--- config.mk ---
export PLATFORM = sky130hd
export DESIGN_NAME = appmsg_load_ctrl
export DESIGN_NICKNAME = d
export VERILOG_FILES = /design/src/rtl/appmsg_load_ctrl.sv
export SDC_FILE = /design/constraint.sdc
export NUM_CORES = 1
export LEC_CHECK = 0
export ABC_AREA = 1
export CAP_MARGIN = 20
export CORE_MARGIN = 1
export CORE_UTILIZATION = 51
export CTS_CLUSTER_DIAMETER = 150
export DETAILED_ROUTE_END_ITERATION = 7
export GPL_ROUTABILITY_DRIVEN = 0
export PLACE_DENSITY = 0.73
export SKIP_LAST_GASP = 1
export SLEW_MARGIN = 10
export SYNTH_ARGS = -nofsm -noshare
export SYNTH_HDL_FRONTEND = slang
export SYNTH_SLANG_ARGS = --single-unit
--- constraint.sdc ---
create_clock -name clk -period 1.4 [get_ports clk]
set_input_delay 0.28 -clock clk [delete_from_list [all_inputs] [get_ports clk]]
set_output_delay 0.28 -clock clk [all_outputs]
set_load 0.005 [all_outputs]
--- src/rtl/appmsg_load_ctrl.sv ---
// APPmsg frame loader: primes the shared input ROMs, streams one frame per code block and
// waits for every block to be decoded. Optional stall counter: define APPMSG_STALL_CNT_EN.
module appmsg_load_ctrl #(
    parameter int SUBX_NUM  = 4,
    parameter int SHORT_LEN = 16,
    parameter int LONG_LEN  = 128,
    parameter int RD_LAT    = 2,
    parameter int BLK_NUM   = 8
) (
    input  logic        clk,
    input  logic        rst_n,
    input  logic        start,
    input  logic        abort,
    input  logic        buf_ready,
    input  logic        dec_valid,
    output logic [1:0]  rom_addr,
    output logic [1:0]  sub_x,
    output logic        buffer_valid,
    output logic        buffer_start,
    output logic        buffer_last,
    output logic [3:0]  blk_sent,
    output logic        busy,
    output logic        done
`ifdef APPMSG_STALL_CNT_EN
    ,
    output logic [15:0] stall_cnt
`endif
);

    localparam int FRAME_LEN = (SUBX_NUM - 1) * SHORT_LEN + LONG_LEN;
    localparam int BW        = $clog2(FRAME_LEN);
    localparam int PW        = (RD_LAT > 1) ? $clog2(RD_LAT) : 1;

    typedef enum logic [2:0] {
        IDLE,
        WAIT_RDY,
        PRIME,
        STREAM,
        WAIT_DEC,
        DONE
    } state_t;

    state_t          state;
    logic [BW-1:0]   beat;
    logic [PW-1:0]   prime_cnt;
    logic [3:0]      dec_cnt;
    logic [3:0]      dec_cnt_nxt;
    logic            frame_end;
    logic            more_blocks;

    // Section holding a given beat; beats past the short sections all belong to the long one.
    function automatic logic [1:0] sec_of(input int b);
        if (b >= (SUBX_NUM - 1) * SHORT_LEN) return 2'(SUBX_NUM - 1);
        return 2'(b / SHORT_LEN);
    endfunction

    // NOTE: every signal written in always_comb gets a default first so no latch is inferred.
    always_comb begin
        dec_cnt_nxt = dec_cnt;
        if (dec_valid && dec_cnt != 4'(BLK_NUM)) dec_cnt_nxt = dec_cnt + 4'd1;
    end

    assign frame_end   = (beat == BW'(FRAME_LEN - 1));
    assign more_blocks = ({1'b0, blk_sent} + 5'd1) < 5'(BLK_NUM);

    // NOTE: state uses non-blocking assignments so every register samples pre-edge values.
    always_ff @(posedge clk or negedge rst_n) begin
        if (!rst_n) begin
            state        <= IDLE;
            beat         <= '0;
            prime_cnt    <= '0;
            dec_cnt      <= '0;
            blk_sent     <= '0;
            rom_addr     <= '0;
            sub_x        <= '0;
            buffer_valid <= 1'b0;
            buffer_start <= 1'b0;
            buffer_last  <= 1'b0;
            busy         <= 1'b0;
            done         <= 1'b0;
        end else if (abort) begin
            state        <= IDLE;
            rom_addr     <= '0;
            sub_x        <= '0;
            buffer_valid <= 1'b0;
            buffer_start <= 1'b0;
            buffer_last  <= 1'b0;
            busy         <= 1'b0;
            done         <= 1'b0;
        end else begin
            if (busy) dec_cnt <= dec_cnt_nxt;
            case (state)
                IDLE, DONE: begin
                    if (start) begin
                        state    <= WAIT_RDY;
                        blk_sent <= '0;
                        dec_cnt  <= '0;
                        busy     <= 1'b1;
                        done     <= 1'b0;
                    end
                end
                WAIT_RDY: begin
                    if (buf_ready) begin
                        state     <= PRIME;
                        prime_cnt <= '0;
                        rom_addr  <= '0;
                    end
                end
                PRIME: begin
                    if (prime_cnt == PW'(RD_LAT - 1)) begin
                        state        <= STREAM;
                        beat         <= '0;
                        buffer_valid <= 1'b1;
                        buffer_start <= 1'b1;
                        buffer_last  <= (FRAME_LEN == 1);
                        sub_x        <= '0;
                        rom_addr     <= sec_of(RD_LAT);
                    end else begin
                        prime_cnt <= prime_cnt + 1'b1;
                    end
                end
                STREAM: begin
                    if (frame_end) begin
                        state        <= more_blocks ? WAIT_RDY : WAIT_DEC;
                        blk_sent     <= blk_sent + 4'd1;
                        buffer_valid <= 1'b0;
                        buffer_start <= 1'b0;
                        buffer_last  <= 1'b0;
                        sub_x        <= '0;
                        rom_addr     <= '0;
                    end else begin
                        // rom_addr runs RD_LAT beats ahead so the ROM output lines up with sub_x.
                        beat         <= beat + 1'b1;
                        buffer_start <= 1'b0;
                        buffer_last  <= (beat == BW'(FRAME_LEN - 2));
                        sub_x        <= sec_of(int'(beat) + 1);
                        rom_addr     <= sec_of(int'(beat) + 1 + RD_LAT);
                    end
                end
                WAIT_DEC: begin
                    if (dec_cnt_nxt == 4'(BLK_NUM)) begin
                        state <= DONE;
                        busy  <= 1'b0;
                        done  <= 1'b1;
                    end
                end
                default: state <= IDLE;
            endcase
        end
    end

`ifdef APPMSG_STALL_CNT_EN
    // Counts cycles spent waiting on the decoder buffer during the current run.
    always_ff @(posedge clk or negedge rst_n) begin
        if (!rst_n) begin
            stall_cnt <= '0;
        end else if (!abort && start && (state == IDLE || state == DONE)) begin
            stall_cnt <= '0;
        end else if (!abort && state == WAIT_RDY && !buf_ready && stall_cnt != 16'hFFFF) begin
            stall_cnt <= stall_cnt + 16'd1;
        end
    end
`endif

endmodule

==> results of run 1 <==
timing repair:
item                                    4_1_cts  5_1_grt
pin swaps                                    14       21
buffers inserted                             16        6
endpoints found under the setup margin       39       28
resized for setup                            40       55
cell type report:
type	count	area (um2)
multi-input combinational	172	1200
sequential	29	728
timing repair buffer	81	687
fill	196	492
inverter	38	145
tap	46	57.6
clock buffer	7	55.1
worst max-delay path by stage:
stage / start / endpoint / slack, ps / cells after the start
6_report: beat[0]$_DFFE_PN0P_ / sub_x[0]$_DFFE_PN0P_ / -320 / 10
3_3_place_gp: abort / beat[7]$_DFFE_PN0P_ / -290 / 7
2_1_floorplan: dec_cnt[0]$_DFFE_PN0N_ / state[2]$_DFFE_PN0P_ / -100 / 13
4_1_cts: beat[0]$_DFFE_PN0P_ / rom_addr[1]$_DFFE_PN0P_ / -280 / 9
5_1_grt: dec_cnt[0]$_DFFE_PN0N_ / state[0]$_DFFE_PN0P_ / -410 / 13
3_5_place_dp: abort / dec_cnt[1]$_DFFE_PN0N_ / -340 / 7
metal layers:
layer	GRT usage	vias up
li1	-	942
met1	0.336	963
met2	0.503	60
met3	0.0588	15
met4	0.0825	0
met5	0	-
per-stage QoR:
stage               instance area [um2]   util
finish                             2870  0.854
global placement                   2380  0.709
floorplan                          1820      -
global route                       2870  0.854
CTS                                2620  0.779
detailed placement                 2380  0.709
sequential cells by signal, indices dropped and copies added, names as in the netlist, 2 cells and up:
name and cells:
beat 8, blk_sent 4, dec_cnt 4, rom_addr 2, state 3, sub_x 2
synth_stat cells (all sizes together):
cell type,count
o41ai,1
nand3b,1
nand3,16
xnor2,1
a211oi,1
o21ai,16
xor2,4
nor2,24
ha,5
a21oi,8
nand2,78
o211ai,1
buf,2
inv,38
nand4,6
o22ai,5
or2,1
dfrtp,29
o31ai,2
nor3,2
power groups by stage:
stage | clock network (uW) | registers, uW | logic [uW]
CTS | 522 | 1270 | 2200
detailed placement | 0 | 1270 | 1970
floorplan | 0 | 1260 | 1060
finish | 516 | 1300 | 2690
global route | 564 | 1330 | 2930
global placement | 0 | 1260 | 1920
logic make-up (layout without fill, tap and decap cells):
kind of cell | count (synthesis) | in the layout | synth area share
buffers and inverters | 40 | 126 | 0.0883
adder cells (fa/ha/maj) | 5 | 5 | 0.0347
flip-flops | 29 | 29 | 0.403
AO/OA/AOI/OAI | 34 | 34 | 0.112
XOR/XNOR | 5 | 5 | 0.0243
AND/OR/NAND/NOR | 128 | 128 | 0.338
==> results_dict.tcl, run 1 <==
set metrics [dict create \
    outcome "finished with violations" \
    violations "setup timing" \
    grt_overflow_total 0 \
    criticalPathCategory "reg -> reg" \
    final_common_cell "nand2_1" \
    routedWlPerCell_um 14.9 \
    hold_class "in -> async" \
    nets 338 \
    wl_met2_um 2980 \
    rsz0062_at_grt "true" \
    ir_drop_v 0.00118 \
    crit_path_end_kind "flop" \
    grt_pass1_vias 1713 \
    p_clk_frac 0.114 \
    grt_pass1_wl_um 7540 \
    relSlewSlack 0.755 \
    syn_nets 252 \
    clockRootBuffer "clkbuf_4" \
    met3WireLength_um 259 \
    finalNonFillerCells 373 \
    ioPinCount 19 \
    core_area_mm2 0.00336 \
    crit_chain "ha_4, nand2_4, buf_6, nor2_4, nand2_2, nand3_4, buf_4, inv_2, o21ai_1, o21ai_0" \
    cts_tree "built" \
    grt_max_degree 30 \
    cts_made_buffers 5 \
    synthDistinctLibCells 30 \
    worst_path_largest_cell_delay_ps 440 \
    worstPathMaxFanout 8 \
    worstPathArrival_ps 1930 \
    wl_met1_um 2200 \
    tightest_slew_ps 367 \
    ys_seq_area_frac 0.403 \
    dp_cells 347 \
    syn-instance-count 241 \
    finalClockSkew_ps 9.76 \
    hold_violations 0 \
    layout_common_cells "56 x nand2_1, 54 x buf_4, 27 x dfrtp_1" \
    min_period_over_period 1.23 \
    leakage_uw 0.00148 \
    setup_ws_ps -321 \
    fin_crit_ps 1720 \
    diodes 0 \
    yosysTopAreaCell "dfrtp_1" \
    cp_num_buf_inv 3 \
    preCtsSetupSlack_ps -342 \
    vias 1980 \
    r2r_cells 10 \
    cp.required_ps 1610 \
    p_sw_uw 1970 \
    yosys-top-cells-area "dfrtp_1 40%, nand2_1 16%, inv_1 5.8%" \
    synth_area_mm2 0.00180 \
    top_layer "met4" \
    synth_area_per_cell_um2 7.47 \
    drv_cap 0 \
    seqPwrFrac 0.289 \
    h-tree-depth 2 \
    cpMaxStageDelayCell "dfrtp_1" \
    fin_tns_setup_ps -5540 \
    place_hpwl_um 3250 \
    drtAntennaViolNets 0 \
    synth-seq-cells 29 \
    die-area_mm2 0.00377 \
    drive_gt1_frac 0.462 \
    r2r_start "beat[0]$_DFFE_PN0P_" \
    finalPower_uw 4510 \
    std_cell_rows 21 \
    drt_iter0_markers 122 \
    vias_per_cell 5.31 \
    dr.pass1.iters 4 \
    pwr-share-comb 0.597 \
    routed_wl_um 5560 \
    cts_hold_buf 0 \
    yosysWarnings 0 \
    clockBufferDepth 2 \
    crit_path_start_kind "flop" \
    cpLargestDelayFamily "flip-flops" \
    track_usage 0.280 \
    max_freq_ghz 0.581 \
    die_y_um 61.4 \
    setup_viol 26 \
    drc 0 \
    synth_top_cell_area_share 0.403 \
    slew_violations 0 \
    p_per_area_mw_per_mm2 1570 \
    port_buffers 18 \
    die_width_um 61.4 \
    cts.sinks 29 \
    grt_antenna_before_repair 0 \
    clock_latency_ps 330 \
    reg2reg_slack_ps -320 \
    initial_core_util 0.535 \
    whs_ps 315 \
    r2r-end "sub_x[0]$_DFFE_PN0P_" \
    clkTransAtPathRegs_ps 90 \
    sw_frac_of_total 0.436 \
    syn_to_final_growth_pct 59.5 \
    intPower_uw 2540 \
]
Power figures use the tool's default switching activity.
==> inputs of run 2 (changes only) <==
CTS_CLUSTER_DIAMETER = unset   (was 150)
==> results of run 2 <==
No change in the layout: final DEF, timing and power equal those of run 1.
